==> src/rtl/microwave_ctrl_fsm_if.sv <==
// Button/door inputs and display/heater outputs of the microwave cook controller.
// The master side is the front panel, and the slave side is the controller.
interface microwave_ctrl_fsm_if;
    logic       add_min;
    logic       add_10s;
    logic       start;
    logic       stop;
    logic       door_open;
    logic [1:0] mode;
    logic [7:0] min_bcd;
    logic [7:0] sec_bcd;
    logic       heater_on;
    logic       beep;

    modport master (
        output add_min, add_10s, start, stop, door_open,
        input  mode, min_bcd, sec_bcd, heater_on, beep
    );

    modport slave (
        input  add_min, add_10s, start, stop, door_open,
        output mode, min_bcd, sec_bcd, heater_on, beep
    );
endinterface

==> src/rtl/microwave_ctrl_fsm.sv <==
// Microwave cook-cycle controller. It holds a BCD mm:ss countdown timer and the cook FSM.
// Define MWAVE_DONE_BEEP_EN to drive beep for BEEP_TICKS second ticks on entry to DONE.
module microwave_ctrl_fsm #(
    parameter int TICK_DIV = 100_000_000,
    parameter int MAX_MIN  = 99
`ifdef MWAVE_DONE_BEEP_EN
    ,
    parameter int BEEP_TICKS = 3
`endif
) (
    input logic                clk,
    input logic                rst_n,
    microwave_ctrl_fsm_if.slave bus
);

    localparam int         PW          = (TICK_DIV > 1) ? $clog2(TICK_DIV) : 1;
    localparam logic [7:0] MAX_MIN_BCD = {4'(MAX_MIN / 10), 4'(MAX_MIN % 10)};

    typedef enum logic [2:0] {
        S_IDLE,
        S_SET,
        S_COOK,
        S_PAUSE,
        S_DONE
    } state_t;

    state_t         r_state;
    logic [7:0]     r_min;
    logic [7:0]     r_sec;
    logic [PW-1:0]  r_presc;
    logic [1:0]     r_mode;
    logic           r_heater;
    logic           r_door_q;

    state_t         w_state_nxt;
    logic [15:0]    w_time_nxt;
    logic [15:0]    w_dec;
    logic [15:0]    w_base;
    logic [15:0]    w_added;
    logic [1:0]     w_mode_nxt;
    logic           w_heater_nxt;
    logic           w_run;
    logic           w_tick;
    logic           w_add;
    logic           w_btn;
    logic           w_start_ok;
    logic           w_door_rise;

    function automatic logic [7:0] inc_bcd(input logic [7:0] b);
        if (b[3:0] == 4'd9) return {b[7:4] + 4'd1, 4'd0};
        return {b[7:4], b[3:0] + 4'd1};
    endfunction

    // add_10s carries first, then +1 min; both saturate at MAX_MIN (MAX_MIN:59 on a saturated carry)
    function automatic logic [15:0] add_time(input logic [7:0] m, input logic [7:0] s,
                                             input logic do_min, input logic do_10s);
        logic [7:0] mm;
        logic [7:0] ss;
        mm = m;
        ss = s;
        if (do_10s) begin
            if (ss[7:4] == 4'd5) begin
                ss[7:4] = 4'd0;
                if (mm == MAX_MIN_BCD) ss = 8'h59;
                else                   mm = inc_bcd(mm);
            end else begin
                ss[7:4] = ss[7:4] + 4'd1;
            end
        end
        if (do_min && (mm != MAX_MIN_BCD)) mm = inc_bcd(mm);
        return {mm, ss};
    endfunction

    function automatic logic [15:0] dec_time(input logic [7:0] m, input logic [7:0] s);
        logic [7:0] mm;
        logic [7:0] ss;
        mm = m;
        ss = s;
        if (ss[3:0] != 4'd0) begin
            ss[3:0] = ss[3:0] - 4'd1;
        end else begin
            ss[3:0] = 4'd9;
            if (ss[7:4] != 4'd0) begin
                ss[7:4] = ss[7:4] - 4'd1;
            end else begin
                ss[7:4] = 4'd5;
                if (mm[3:0] != 4'd0) begin
                    mm[3:0] = mm[3:0] - 4'd1;
                end else begin
                    mm[3:0] = 4'd9;
                    mm[7:4] = mm[7:4] - 4'd1;
                end
            end
        end
        return {mm, ss};
    endfunction

`ifdef MWAVE_DONE_BEEP_EN
    localparam int BW = $clog2(BEEP_TICKS + 1);
    logic          r_beep;
    logic [BW-1:0] r_beep_cnt;
    logic          w_beep_nxt;
    logic [BW-1:0] w_beep_cnt_nxt;

    assign w_run = (r_state == S_COOK) || ((r_state == S_DONE) && r_beep);
`else
    assign w_run = (r_state == S_COOK);
`endif

    assign w_tick      = w_run && (r_presc == PW'(TICK_DIV - 1));
    assign w_add       = bus.add_min | bus.add_10s;
    assign w_btn       = w_add | bus.start | bus.stop;
    assign w_start_ok  = bus.start && !bus.door_open;
    assign w_door_rise = bus.door_open && !r_door_q;
    assign w_dec       = dec_time(r_min, r_sec);
    assign w_base      = ((r_state == S_COOK) && w_tick) ? w_dec : {r_min, r_sec};
    assign w_added     = add_time(w_base[15:8], w_base[7:0], bus.add_min, bus.add_10s);

    always_comb begin
        w_state_nxt = r_state;
        w_time_nxt  = {r_min, r_sec};
        case (r_state)
            S_IDLE: begin
                w_time_nxt = 16'h0000;
                if (!bus.stop && w_add) begin
                    w_state_nxt = S_SET;
                    w_time_nxt  = w_added;
                end
            end
            S_SET: begin
                if (bus.stop) begin
                    w_state_nxt = S_IDLE;
                    w_time_nxt  = 16'h0000;
                end else if (w_start_ok && ({r_min, r_sec} != 16'h0000)) begin
                    w_state_nxt = S_COOK;
                end else if (w_add) begin
                    w_time_nxt = w_added;
                end
            end
            S_COOK: begin
                // A tick landing together with stop/door still counts; reaching zero wins over PAUSE
                if (w_tick && (w_dec == 16'h0000)) begin
                    w_state_nxt = S_DONE;
                    w_time_nxt  = 16'h0000;
                end else if (bus.door_open || bus.stop) begin
                    w_state_nxt = S_PAUSE;
                    w_time_nxt  = w_base;
                end else if (w_add) begin
                    w_time_nxt = w_added;
                end else begin
                    w_time_nxt = w_base;
                end
            end
            S_PAUSE: begin
                if (bus.stop) begin
                    w_state_nxt = S_IDLE;
                    w_time_nxt  = 16'h0000;
                end else if (w_start_ok) begin
                    w_state_nxt = S_COOK;
                end else if (w_add) begin
                    w_time_nxt = w_added;
                end
            end
            S_DONE: begin
                w_time_nxt = 16'h0000;
                if (w_btn || w_door_rise) w_state_nxt = S_IDLE;
            end
            default: begin
                w_state_nxt = S_IDLE;
                w_time_nxt  = 16'h0000;
            end
        endcase

        case (r_state)
            S_COOK:  w_mode_nxt = 2'b10;
            S_DONE:  w_mode_nxt = 2'b11;
            default: w_mode_nxt = bus.door_open ? 2'b01 : 2'b00;
        endcase

        w_heater_nxt = (w_state_nxt == S_COOK) && !bus.door_open;
    end

`ifdef MWAVE_DONE_BEEP_EN
    always_comb begin
        w_beep_nxt     = r_beep;
        w_beep_cnt_nxt = r_beep_cnt;
        if (w_state_nxt != S_DONE) begin
            w_beep_nxt     = 1'b0;
            w_beep_cnt_nxt = '0;
        end else if (r_state != S_DONE) begin
            w_beep_nxt     = 1'b1;
            w_beep_cnt_nxt = BW'(BEEP_TICKS);
        end else if (r_beep && w_tick) begin
            w_beep_cnt_nxt = r_beep_cnt - BW'(1);
            if (r_beep_cnt == BW'(1)) w_beep_nxt = 1'b0;
        end
    end

    always_ff @(posedge clk or negedge rst_n) begin
        if (!rst_n) begin
            r_beep     <= 1'b0;
            r_beep_cnt <= '0;
        end else begin
            r_beep     <= w_beep_nxt;
            r_beep_cnt <= w_beep_cnt_nxt;
        end
    end

    assign bus.beep = r_beep;
`else
    assign bus.beep = 1'b0;
`endif

    // Prescaler is zero whenever it is not running, so every entry to COOK starts from 0
    always_ff @(posedge clk or negedge rst_n) begin
        if (!rst_n) begin
            r_state  <= S_IDLE;
            r_min    <= 8'h00;
            r_sec    <= 8'h00;
            r_presc  <= '0;
            r_mode   <= 2'b00;
            r_heater <= 1'b0;
            r_door_q <= 1'b0;
        end else begin
            r_state  <= w_state_nxt;
            r_min    <= w_time_nxt[15:8];
            r_sec    <= w_time_nxt[7:0];
            r_presc  <= (w_run && !w_tick) ? r_presc + PW'(1) : '0;
            r_mode   <= w_mode_nxt;
            r_heater <= w_heater_nxt;
            r_door_q <= bus.door_open;
        end
    end

    assign bus.mode      = r_mode;
    assign bus.min_bcd   = r_min;
    assign bus.sec_bcd   = r_sec;
    assign bus.heater_on = r_heater;

endmodule

==> src/flat_wrapper.sv <==
// flat-port wrapper written by rule: the top's interface ports become plain ports
module microwave_ctrl_fsm_flat 
#(
    parameter int TICK_DIV = 100_000_000,
    parameter int MAX_MIN  = 99

)
  (clk, rst_n, bus_add_min, bus_add_10s, bus_start, bus_stop, bus_door_open, bus_mode, bus_min_bcd, bus_sec_bcd, bus_heater_on, bus_beep);
  microwave_ctrl_fsm_if bus_i ();
  input logic clk;
  input logic rst_n;
  input wire logic [$bits(bus_i.add_min)-1:0] bus_add_min;
  input wire logic [$bits(bus_i.add_10s)-1:0] bus_add_10s;
  input wire logic [$bits(bus_i.start)-1:0] bus_start;
  input wire logic [$bits(bus_i.stop)-1:0] bus_stop;
  input wire logic [$bits(bus_i.door_open)-1:0] bus_door_open;
  output wire logic [$bits(bus_i.mode)-1:0] bus_mode;
  output wire logic [$bits(bus_i.min_bcd)-1:0] bus_min_bcd;
  output wire logic [$bits(bus_i.sec_bcd)-1:0] bus_sec_bcd;
  output wire logic [$bits(bus_i.heater_on)-1:0] bus_heater_on;
  output wire logic [$bits(bus_i.beep)-1:0] bus_beep;
  assign bus_i.add_min = bus_add_min;
  assign bus_i.add_10s = bus_add_10s;
  assign bus_i.start = bus_start;
  assign bus_i.stop = bus_stop;
  assign bus_i.door_open = bus_door_open;
  assign bus_mode = bus_i.mode;
  assign bus_min_bcd = bus_i.min_bcd;
  assign bus_sec_bcd = bus_i.sec_bcd;
  assign bus_heater_on = bus_i.heater_on;
  assign bus_beep = bus_i.beep;
  microwave_ctrl_fsm #(.TICK_DIV(TICK_DIV), .MAX_MIN(MAX_MIN)) u_core (.clk(clk), .rst_n(rst_n), .bus(bus_i));
endmodule
==> config.mk <==
export PLATFORM = sky130hd
export DESIGN_NAME = microwave_ctrl_fsm_flat
export DESIGN_NICKNAME = d
export VERILOG_FILES = /design/src/rtl/microwave_ctrl_fsm_if.sv /design/src/rtl/microwave_ctrl_fsm.sv /design/src/flat_wrapper.sv
export SDC_FILE = /design/constraint.sdc
export NUM_CORES = 1
export LEC_CHECK = 0
export BUFFER_PORTS_ARGS = -buffer_cell sky130_fd_sc_hd__buf_2
export CAP_MARGIN = 20
export CELL_PAD_IN_SITES_DETAIL_PLACEMENT = 1
export CELL_PAD_IN_SITES_GLOBAL_PLACEMENT = 1
export CORE_MARGIN = 5
export CORE_UTILIZATION = 47
export CTS_CLUSTER_SIZE = 10
export DETAILED_ROUTE_END_ITERATION = 12
export GPL_TIMING_DRIVEN = 1
export PLACE_DENSITY_LB_ADDON = 0.15
export SETUP_SLACK_MARGIN = 0.02
export SLEW_MARGIN = 5
export SYNTH_ARGS = -nofsm -noshare
export SYNTH_HDL_FRONTEND = slang
export SYNTH_SLANG_ARGS = --single-unit
==> constraint.sdc <==
create_clock -name clk -period 4.9 [get_ports clk]
set_input_delay 0.245 -clock clk [delete_from_list [all_inputs] [get_ports clk]]
set_output_delay 0.245 -clock clk [all_outputs]
set_load 0.02 [all_outputs]
==> results of run 1 <==
-- worst reg2reg max path, delay by kind of cell, from the launching register on --
family          cells  cell delay (ns)
simple gates        6             1.53
fa+ha+maj           3             0.71
mux                 2             0.61
compound gates      3             0.57
flops               1             0.44
buf+inv             2             0.35
xor+xnor            1             0.26
-- layout make-up --
type | instances | share of cell area [%]
Tap cell | 105 | 3.059
Multi-Input combinational cell | 375 | 58.87
Sequential cell | 50 | 29.13
Clock inverter | 2 | 0.9030
Inverter | 21 | 1.835
Clock buffer | 5 | 1.602
Timing Repair Buffer | 35 | 4.602
-- path summary, 6_finish.rpt --
| kind | start | to | slack, ns | depth (start not counted) |
|---|---|---|---|---|
| max in group asynchronous | rst_n | u_core.bus.sec_bcd[6]$_DFFE_PN0P_ | 4.41 | 2 |
| worst max register to register | u_core.r_presc[0]$_DFF_PN0_ | u_core.bus.min_bcd[5]$_DFFE_PN0P_ | 0.37 | 17 |
| worst min-delay path | rst_n | u_core.r_presc[16]$_DFF_PN0_ | 0.04 | 2 |
| worst max-delay path | u_core.r_presc[0]$_DFF_PN0_ | u_core.bus.min_bcd[5]$_DFFE_PN0P_ | 0.37 | 17 |
| min in group clk | bus_door_open | u_core.r_door_q$_DFF_PN0_ | 0.12 | 1 |
| worst min register to register | u_core.r_presc[0]$_DFF_PN0_ | u_core.r_presc[0]$_DFF_PN0_ | 0.54 | 1 |
-- report_power, final --
part           total (mW)  leakage [nW]  switching, mW  internal [mW]
clock network       0.300        0.0542          0.150          0.151
registers           0.490         0.688         0.0512          0.439
logic               0.469          1.04          0.299          0.170
total                1.26          1.78          0.500          0.759
-- flip-flops by register name, indices dropped and copies added (netlist names) --
register,flops
u_core.r_presc,27
u_core.bus.sec_bcd,8
u_core.bus.heater_on,1
u_core.bus.min_bcd,8
u_core.bus.mode,2
u_core.r_door_q,1
u_core.r_state,3
-- per-layer routing --
layer,vias up,part of all wire (%),GRT usage (%)
met5,-,0,0
met4,0,1.4,4.601
met3,13,3.5,3.099
met2,64,47,35.97
met1,1774,48,32.32
li1,1722,-,-
-- cell usage after synthesis (3+ instances only) --
master	instances
nor2b_1	6
nand2_1	34
nor2_1	60
and2_1	5
xnor2_1	11
nand4_1	13
o211ai_1	4
a31o_2	4
nor3_1	12
clkbuf_1	12
a31oi_1	7
buf_2	4
mux2i_1	10
inv_1	19
o41ai_1	4
nor4_1	3
o21ai_1	12
a21oi_1	22
nand3_1	18
xor2_1	21
o31ai_1	3
or3_1	5
nor3b_1	4
and3_1	10
nand2b_1	5
or4_4	3
dfrtp_1	50
o21ai_0	22
a22oi_1	5
ha_1	15
-- what timing repair did --
action,4_1_cts,5_1_grt
resized for setup,0,6
setup endpoints to repair,0,7
setup buffers,0,3
-- per-stage QoR --
step	cell area, um^2	hold slack (ns)	setup slack, ns	power, mW
after floorplan	3919	-0.05059	0.6744	0.8179
after global placement	4133	0.4056	0.4751	0.9411
after detailed placement	4133	0.4170	0.3238	0.9547
after CTS	4240	0.07492	0.1832	1.262
after global routing	4295	0.1095	0.04743	1.345
final	4295	0.04214	0.3695	1.259
-- cells by family (layout without fill, tap and decap cells) --
group,Yosys count,in the layout
and+or+nand+nor,205,205
AOI/OAI and AO/OA,107,107
DFF,50,50
buffers and inverters,41,63
xor gates and xnor gates,34,34
adders and majority gates,15,15
muxes,13,13
other,1,1
==> impl_metrics.ini, run 1 <==
[critical_path]
cp_data_arrival_time_ns = 4.76
worstPathRequired_ns = 5.13
critPathCaptureType = flop
critPathTopFamily = simple AND/OR/NAND/NOR gates
cp.buffers_inverters = 2
cpMaxStageDelayCell = or4b_4
cpPeakStageDelay_ns = 0.60
path_class = flop to flop
crit_chain = ha_2 > nand2_1 > or4b_4 > nor3_4 > nand2_1 > xnor2_2 > ha_1 > nand3b_1 > mux2i_1 > buf_4 > o21a_1 > mux2_2 > ha_1 > inv_1 > o311ai_2 > or3b_1 > a31oi_1
critPathLaunchType = flop
crit_fanout = 15

[flow_run]
cap_violations = 0

[sta]
fin_crit_ns = 4.530
fmax_ghz = 0.2207
tns_ns = 0
final-hold-violation-count = 0
setup_viol = 0
fin_crit_sh_pct = 92.46
worstMarginPinSlew_ns = 1.002
fin_skew_ns = 0.007797
rsz0062_at_grt = false
slew_violations = 0
slew_headroom_pct = 33.20

[detailed_routing]
routed_via_density = 6.025
routed_wirelength_um = 11010
post_drt_wl_per_cell_um = 18.56
drt_iter0_drc = 217
first_pass_iters = 4
drc_errors = 0
num_vias = 3573
ant_nets = 0

[layout]
area_growth_pct = 9.610
seq_area_um2 = 1251
final_core_util_pct = 52.54
antennaDiodeCount = 0
final_cell_mix = nor2_1, dfrtp_1, nand2_1
layout-drive-gt1-share_pct = 15.78
instances_no_fill = 593
multi_input_area_um2 = 2529
fill_cells = 1006
layout_commonest_cell = nor2_1
final_nets = 510

[die]
die_x_um = 101.3
design.die.area_um2 = 10260
start_util_pct = 47.93
rows = 33
core-area_um2 = 8175
die_h_um = 101.3
boundaryPins = 27

[clock_tree]
clock-sinks = 50
cts_buffers = 5
cts_tree = built
clock_latency_ns = 0.31
root_buffer = clkbuf_8
cts.clk_slew.worst_paths_ns = 0.10
cts_buffer_depth = 2
cts_hold_buf = 0
htreeDepth = 2

[synth]
syn-cell-area_um2 = 3919
synth.avg_cell_area_um2 = 8.409
synth_nets = 488
synth_top_family_by_area = simple AND/OR/NAND/NOR gates
synth_ff_type = dfrtp_1
synth_top_area_cell = dfrtp_1
synth-adder-area-share_pct = 4.789
muxShareOfSynthArea_pct = 3.704
syn_inst = 466
synth_edf_count = 0
ys_seq_area_share_pct = 31.93
yosysWarnings = 0
ys_top_cells_by_area = dfrtp_1, nor2_1, ha_1
synth_compound_area_share_pct = 18.14
ys_types = 77
async_flop_share_pct = 100.0
synth_xor_area_share_pct = 7.982
ys_ff_latch = 50
yosysTopAreaCellShare_pct = 31.93
synth-simple-area-share_pct = 29.12

[placement]
hpwl_um = 8177
portBuffers = 25
gp_congestion = 0.9374
placed_cells = 582

[global_route]
first_global_vias = 3626
gr-total-overflow = 0
grt_max_degree = 51
grt_pass1_wl_um = 18510
antenna_found_initial = 0
grt_usage_pct = 22.40

[run_status]
status = completed

[power]
vdd_drop_max_uv = 226.8
powerDensity_nw_per_um2 = 293.2
p_leak_nw = 1.782

[min_path]
hold_class = input pin to asynchronous set/reset pin
(Power assumes the default switching activity.)
==> run 2, diff against run 1 <==
--- a/config.mk
+++ b/config.mk
@@ -5,12 +5,14 @@
 export SDC_FILE = /design/constraint.sdc
 export NUM_CORES = 1
 export LEC_CHECK = 0
+export ABC_AREA = 1
 export BUFFER_PORTS_ARGS = -buffer_cell sky130_fd_sc_hd__buf_2
 export CAP_MARGIN = 20
 export CELL_PAD_IN_SITES_DETAIL_PLACEMENT = 1
 export CELL_PAD_IN_SITES_GLOBAL_PLACEMENT = 1
 export CORE_MARGIN = 5
-export CORE_UTILIZATION = 47
+export CORE_UTILIZATION = 44
+export CTS_BUF_LIST = sky130_fd_sc_hd__clkbuf_16
 export CTS_CLUSTER_SIZE = 10
 export DETAILED_ROUTE_END_ITERATION = 12
 export GPL_TIMING_DRIVEN = 1
==> constraint.sdc (replaced) <==
create_clock -name clk -period 4.73 [get_ports clk]
set_input_delay 0.2365 -clock clk [delete_from_list [all_inputs] [get_ports clk]]
set_output_delay 0.2365 -clock clk [all_outputs]
set_load 0.02 [all_outputs]
==> run 2 against run 1 <==
  * Maximum frequency rose by 8.4%
  * Clock skew down 0.0017 ns
  * Global-route usage up 0.85 points
  * Critical path type unchanged
  * Via count increased by 21%
  * Clock power is 24% higher
  * Highest routed layer unchanged
  * Critical path depth grew 3
  * Register-to-register slack better by 0.18 ns
  * Die area up 11%
  * Routed wire length grew 16%
  * Sequential power increased by 6.1%
  * Flip-flop and latch count is the same
==> impl_metrics.ini, run 2 <==
[layout]
final_nets = 707
instances_no_fill = 797
layout-drive-gt1-share_pct = 10.64
area_growth_pct = 9.740
final_core_util_pct = 49.36
largest_register_ffs = 27
top_register = u_core.r_presc
final_cell_mix = nand2_1, inv_1, nor2_1
layout_commonest_cell = nand2_1
antennaDiodeCount = 0

[synth]
ys_top_cells_by_count = nand2_1, inv_1, nor2_1
syn_inst = 657
ys_top_cells_by_area = dfrtp_1, nand2_1, inv_1
ys_types = 39
ys_ff_latch = 50
synth_most_common_cell = nand2_1
synth.avg_cell_area_um2 = 6.296
synth_edf_count = 0
synth_top_area_cell = dfrtp_1
syn-cell-area_um2 = 4136
ys_seq_area_share_pct = 30.25
yosysTopAreaCellShare_pct = 30.25
yosysWarnings = 0
synth_nets = 679
async_flop_share_pct = 100.0
synth_ff_type = dfrtp_1

[sta]
worstMarginPinSlew_ns = 0.9282
setup_viol = 0
fin_crit_sh_pct = 88.34
final-hold-violation-count = 0
rsz0062_at_grt = false
fin_skew_ns = 0.006095
fmax_ghz = 0.2393
fin_crit_ns = 4.179
slew_headroom_pct = 37.89
tns_ns = 0
slew_violations = 0
timing.final.ws_setup_ns = 0.5515

[placement]
hpwl_um = 10190
gp_congestion = 0.8467
placed_cells = 789
portBuffers = 25
pre_cts_ws_ns = 0.5921

[power]
p_leak_nw = 2.257
powerDensity_nw_per_um2 = 373.7
vdd_drop_max_uv = 185.5

[critical_path]
ff2ff_path_depth = 20
crit_chain = inv_1 > ha_1 > nand3_2 > nor2_1 > a21oi_1 > o21ai_2 > ha_1 > nand3_4 > nor2_4 > inv_1 > nand2_1 > a21boi_2 > ha_1 > nand3_1 > o21ai_4 > nand3_1 > nand3_1 > nand2_1 > nand2_1 > nand2_1
cp_data_arrival_time_ns = 4.36
worstPathRequired_ns = 4.91
crit_fanout = 11
cpMostUsedCell = nand2_1
cpPeakStageDelay_ns = 0.52
cpMaxStageDelayCell = nor2_1
critPathCaptureType = flop
critPathLaunchType = flop
path_class = flop to flop

[global_route]
antenna_found_initial = 0
grt_max_degree = 51
grt_usage_pct = 23.25
gr-total-overflow = 0
first_global_vias = 4432
grt_pass1_wl_um = 21430

[clock_tree]
clock-sinks = 50
postCtsSetupRepairBufs = 0
cts_tree = built
cts.clk_slew.worst_paths_ns = 0.07
root_buffer = clkbuf_16
clock_latency_ns = 0.30
cts_hold_buf = 0
htreeDepth = 2
cts_buffers = 5
cts_buffer_depth = 2
cts_resized = 0

[detailed_routing]
num_vias = 4323
routed_wirelength_um = 12760
first_pass_iters = 4
drt_iter0_drc = 171
ant_nets = 0
post_drt_wl_per_cell_um = 16.02
routed_via_density = 5.424
drc_errors = 0

[die]
design.die.area_um2 = 11440
die_h_um = 107.0
start_util_pct = 44.98
die_x_um = 107.0
core-area_um2 = 9196
boundaryPins = 27
rows = 35

[run_status]
status = completed

[min_path]
hold_class = input pin to asynchronous set/reset pin

[flow_run]
cap_violations = 0
## run 2: changes by cell type in the layout (fill, tap and decap cells not counted), sizes merged, moves of 17 or more
cell,delta
nand2,+165
inv,+80
nor2,+33
nand3,+31
o21ai,+18
xor2,-17
## run 2: final timing paths
check | startpoint | to | slack (ns)
hold reg to reg | u_core.r_presc[0]$_DFF_PN0_ | u_core.r_presc[0]$_DFF_PN0_ | 0.46
hold / removal | rst_n | u_core.r_presc[2]$_DFF_PN0_ | 0.05
setup / recovery | u_core.bus.sec_bcd[1]$_DFFE_PN0P_ | u_core.bus.min_bcd[1]$_DFFE_PN0P_ | 0.55
min in group clk | bus_door_open | u_core.r_door_q$_DFF_PN0_ | 0.07
setup reg to reg | u_core.bus.sec_bcd[1]$_DFFE_PN0P_ | u_core.bus.min_bcd[1]$_DFFE_PN0P_ | 0.55
max in group asynchronous | rst_n | u_core.bus.min_bcd[6]$_DFFE_PN0P_ | 4.22
## run 2: critical path, delay by kind of cell (launching register included)
kind,cells,cell delay [ns]
AND/OR/NAND/NOR,11,1.66
buffers and inverters,2,0.21
flip-flops,1,0.41
adder cells (fa/ha/maj),3,0.74
AO/OA/AOI/OAI,4,1.02
## run 2: per-layer routing
metal / GRT usage (%) / wire [um] / vias up
met3: 2.830 / 594 / 16
met4: 3.653 / 197 / 0
met2: 40.42 / 6021 / 84
li1: - / - / 2153
met1: 31.57 / 5951 / 2070
met5: 0 / 0 / -
## run 2: report_power, final
group | switching, mW | internal [mW] | leakage, nW | total, mW
registers | 0.0541 | 0.466 | 0.688 | 0.520
logic | 0.572 | 0.233 | 1.50 | 0.804
clock network | 0.176 | 0.197 | 0.0714 | 0.372
## run 2: area by class of cell
type / instances / area (um^2)
clock buffer: 5 / 125.1
clock inverter: 3 / 21.27
fill: 1283 / 4657
inverter: 100 / 375.4
multi-input combinational: 499 / 2472
sequential: 50 / 1251
tap: 111 / 138.9
timing repair buffer: 29 / 155.1
## run 2: cells by family after synthesis
group / share of synthesized area [%]
and+or+nand+nor: 41.41
buffers and inverters: 9.982
adders and majority gates: 4.537
DFF: 30.25
AOI/OAI and AO/OA: 12.89
other: 0.09066
xor gates and xnor gates: 0.8469
## run 2: stage by stage
| step | hold slack (ns) | power, mW | cell area [um^2] |
|---|---|---|---|
| floorplan | -0.05909 | 1.093 | 4136 |
| global placement | 0.3710 | 1.301 | 4393 |
| detailed placement | 0.3766 | 1.324 | 4393 |
| CTS | 0.06917 | 1.703 | 4539 |
| global route | 0.07040 | 1.831 | 4539 |
| finish | 0.05077 | 1.696 | 4539 |
==> run 3, diff against run 2 <==
--- a/config.mk
+++ b/config.mk
@@ -10,15 +10,15 @@
 export CAP_MARGIN = 20
 export CELL_PAD_IN_SITES_DETAIL_PLACEMENT = 1
 export CELL_PAD_IN_SITES_GLOBAL_PLACEMENT = 1
-export CORE_MARGIN = 5
+export CORE_MARGIN = 2
 export CORE_UTILIZATION = 44
 export CTS_BUF_LIST = sky130_fd_sc_hd__clkbuf_16
 export CTS_CLUSTER_SIZE = 10
 export DETAILED_ROUTE_END_ITERATION = 12
 export GPL_TIMING_DRIVEN = 1
-export PLACE_DENSITY_LB_ADDON = 0.15
+export PLACE_DENSITY_LB_ADDON = 0.1
 export SETUP_SLACK_MARGIN = 0.02
-export SLEW_MARGIN = 5
+export SLEW_MARGIN = 25
 export SYNTH_ARGS = -nofsm -noshare
 export SYNTH_HDL_FRONTEND = slang
 export SYNTH_SLANG_ARGS = --single-unit
==> run 3 against run 2 <==
  * Critical path depth up 5
  * First-iteration DRC count decreased by 12%
  * Utilization is 0.44 points higher
  * Via count grew 0.93%
  * Non-clock buffer count increased by 1
  * Critical path type unchanged
==> impl_metrics.ini, run 3 (synthesized netlist as in run 2, its figures left out) <==
[clock_tree]
clock-sinks = 50
postCtsSetupRepairBufs = 0
cts_buffer_depth = 2
clock_latency_ns = 0.30
cts.clk_slew.worst_paths_ns = 0.08
cts_buffers = 5
htreeDepth = 2
cts_tree = built
root_buffer = clkbuf_16

[layout]
final_nets = 708
top_register = u_core.r_presc
layout_commonest_cell = nand2_1
layout-drive-gt1-share_pct = 11.06
antennaDiodeCount = 0
largest_register_ffs = 27
area_growth_pct = 10.71
final_cell_mix = nand2_1, inv_1, nor2_1

[sta]
setup_viol = 0
fin_crit_ns = 4.214
rsz0062_at_grt = false
tns_ns = 0
slew_violations = 0
timing.final.ws_setup_ns = 0.5162
fmax_ghz = 0.2373
fin_skew_ns = 0.009435
worstMarginPinSlew_ns = 0.9590
whs_ns = 0.04582
slew_headroom_pct = 35.83
final-hold-violation-count = 0
fin_crit_sh_pct = 89.09

[critical_path]
rr_startpoint = u_core.bus.sec_bcd[0]$_DFFE_PN0P_
crit_fanout = 11
path_class = flop to flop
cp_data_arrival_time_ns = 4.40
worstPathRequired_ns = 4.92
critPathCaptureType = flop
critPathLaunchType = flop
crit_path_start = u_core.bus.sec_bcd[0]$_DFFE_PN0P_

[global_route]
grt_max_degree = 51
antenna_found_initial = 0
grt_pass1_wl_um = 22180
grt_usage_pct = 27.26
gr-total-overflow = 0
first_global_vias = 4577

[die]
start_util_pct = 44.98
design.die.area_um2 = 10190
rows = 35
core-area_um2 = 9196
die_x_um = 101.0
boundaryPins = 27
die_h_um = 101.0

[placement]
hpwl_um = 10270
pre_cts_ws_ns = 0.3817
portBuffers = 25
gp_congestion = 0.9116

[detailed_routing]
first_pass_iters = 4
routed_via_density = 5.467
post_drt_wl_per_cell_um = 16.25
num_vias = 4363
routed_wirelength_um = 12970
drt_iter0_drc = 150
ant_nets = 0
drc_errors = 0

[run_status]
status = completed

[power]
p_leak_nw = 2.273
powerDensity_nw_per_um2 = 390.3
vdd_drop_max_uv = 262.8

[min_path]
hold_class = input pin to asynchronous set/reset pin

[flow_run]
cap_violations = 0
run 3: cell types whose count changed in the layout (fill, tap and decap cells not counted), sizes merged:
| cell | before | now |
|---|---|---|
| buf | 29 | 30 |
| clkinvlp | 0 | 1 |
| inv | 100 | 101 |
| bufinv | 0 | 1 |
| clkinv | 3 | 0 |
run 3: stage by stage:
stage | cell area (um^2) | std cells | total power, mW | utilization [%]
after floorplan | 4136 | 657 | 1.093 | -
after global placement | 4400 | 790 | 1.303 | 47.85
after detailed placement | 4400 | 790 | 1.338 | 47.85
after CTS | 4574 | 798 | 1.789 | 49.74
after global routing | 4579 | 798 | 1.914 | 49.80
final | 4579 | 798 | 1.787 | 49.80
run 3: final cells by class:
| cell class | instances | area [um^2] |
|---|---|---|
| clock buffers | 5 | 125.1 |
| flip-flops and latches | 50 | 1251 |
| repair buffers | 30 | 162.7 |
| inverters | 100 | 375.4 |
| fillers | 1295 | 4617 |
| clock inverters | 3 | 48.80 |
| multi-input cells | 499 | 2477 |
| well taps | 111 | 138.9 |
run 3: repair_timing:
action                                  in CTS  in global routing
hold buffers                                 0                  0
endpoints found under the setup margin       0                  8
resized for setup                            0                  2
run 3: final timing paths:
| path | slack [ns] | cells after the start | to |
|---|---|---|---|
| min in group clk | 0.08 | 1 | u_core.r_door_q$_DFF_PN0_ |
| max in group asynchronous | 4.23 | 2 | u_core.bus.min_bcd[6]$_DFFE_PN0P_ |
| min reg2reg | 0.46 | 1 | u_core.r_presc[0]$_DFF_PN0_ |
| max | 0.52 | 25 | u_core.bus.min_bcd[6]$_DFFE_PN0P_ |
| min | 0.05 | 2 | u_core.r_presc[0]$_DFF_PN0_ |
| max reg2reg | 0.52 | 25 | u_core.bus.min_bcd[6]$_DFFE_PN0P_ |
run 3: critical path: stages (launching register included):
cell     delay, ns
dfrtp_1       0.44
inv_1         0.11
ha_1          0.23
nand3_2       0.18
nor2_1        0.58
nand2_1       0.12
o21ai_0       0.13
nand2_1       0.08
o21ai_1       0.22
inv_1         0.12
ha_1          0.25
nand2_1       0.11
nor2_2        0.04
nand2_2       0.14
nand2_2       0.08
o22ai_1       0.28
inv_1         0.12
ha_1          0.22
nand3_1       0.14
o21ai_4       0.10
nand2_4       0.11
nand2_1       0.06
nand2_1       0.08
nand2_1       0.06
nand2_1       0.07
nand2_1       0.05
run 3: layer usage:
layer | global-route usage, % | up-vias | part of all wire, %
li1 | - | 2149 | -
met1 | 36.19 | 2117 | 46
met2 | 46.97 | 77 | 47
met3 | 3.675 | 20 | 4.2
met4 | 6.653 | 0 | 2.0
met5 | 0 | - | 0
run 3: where the power goes:
group / switching [mW] / total (mW) / internal [mW]
Clock: 0.186 / 0.440 / 0.254
Combinational: 0.588 / 0.826 / 0.238
Sequential: 0.0557 / 0.521 / 0.466
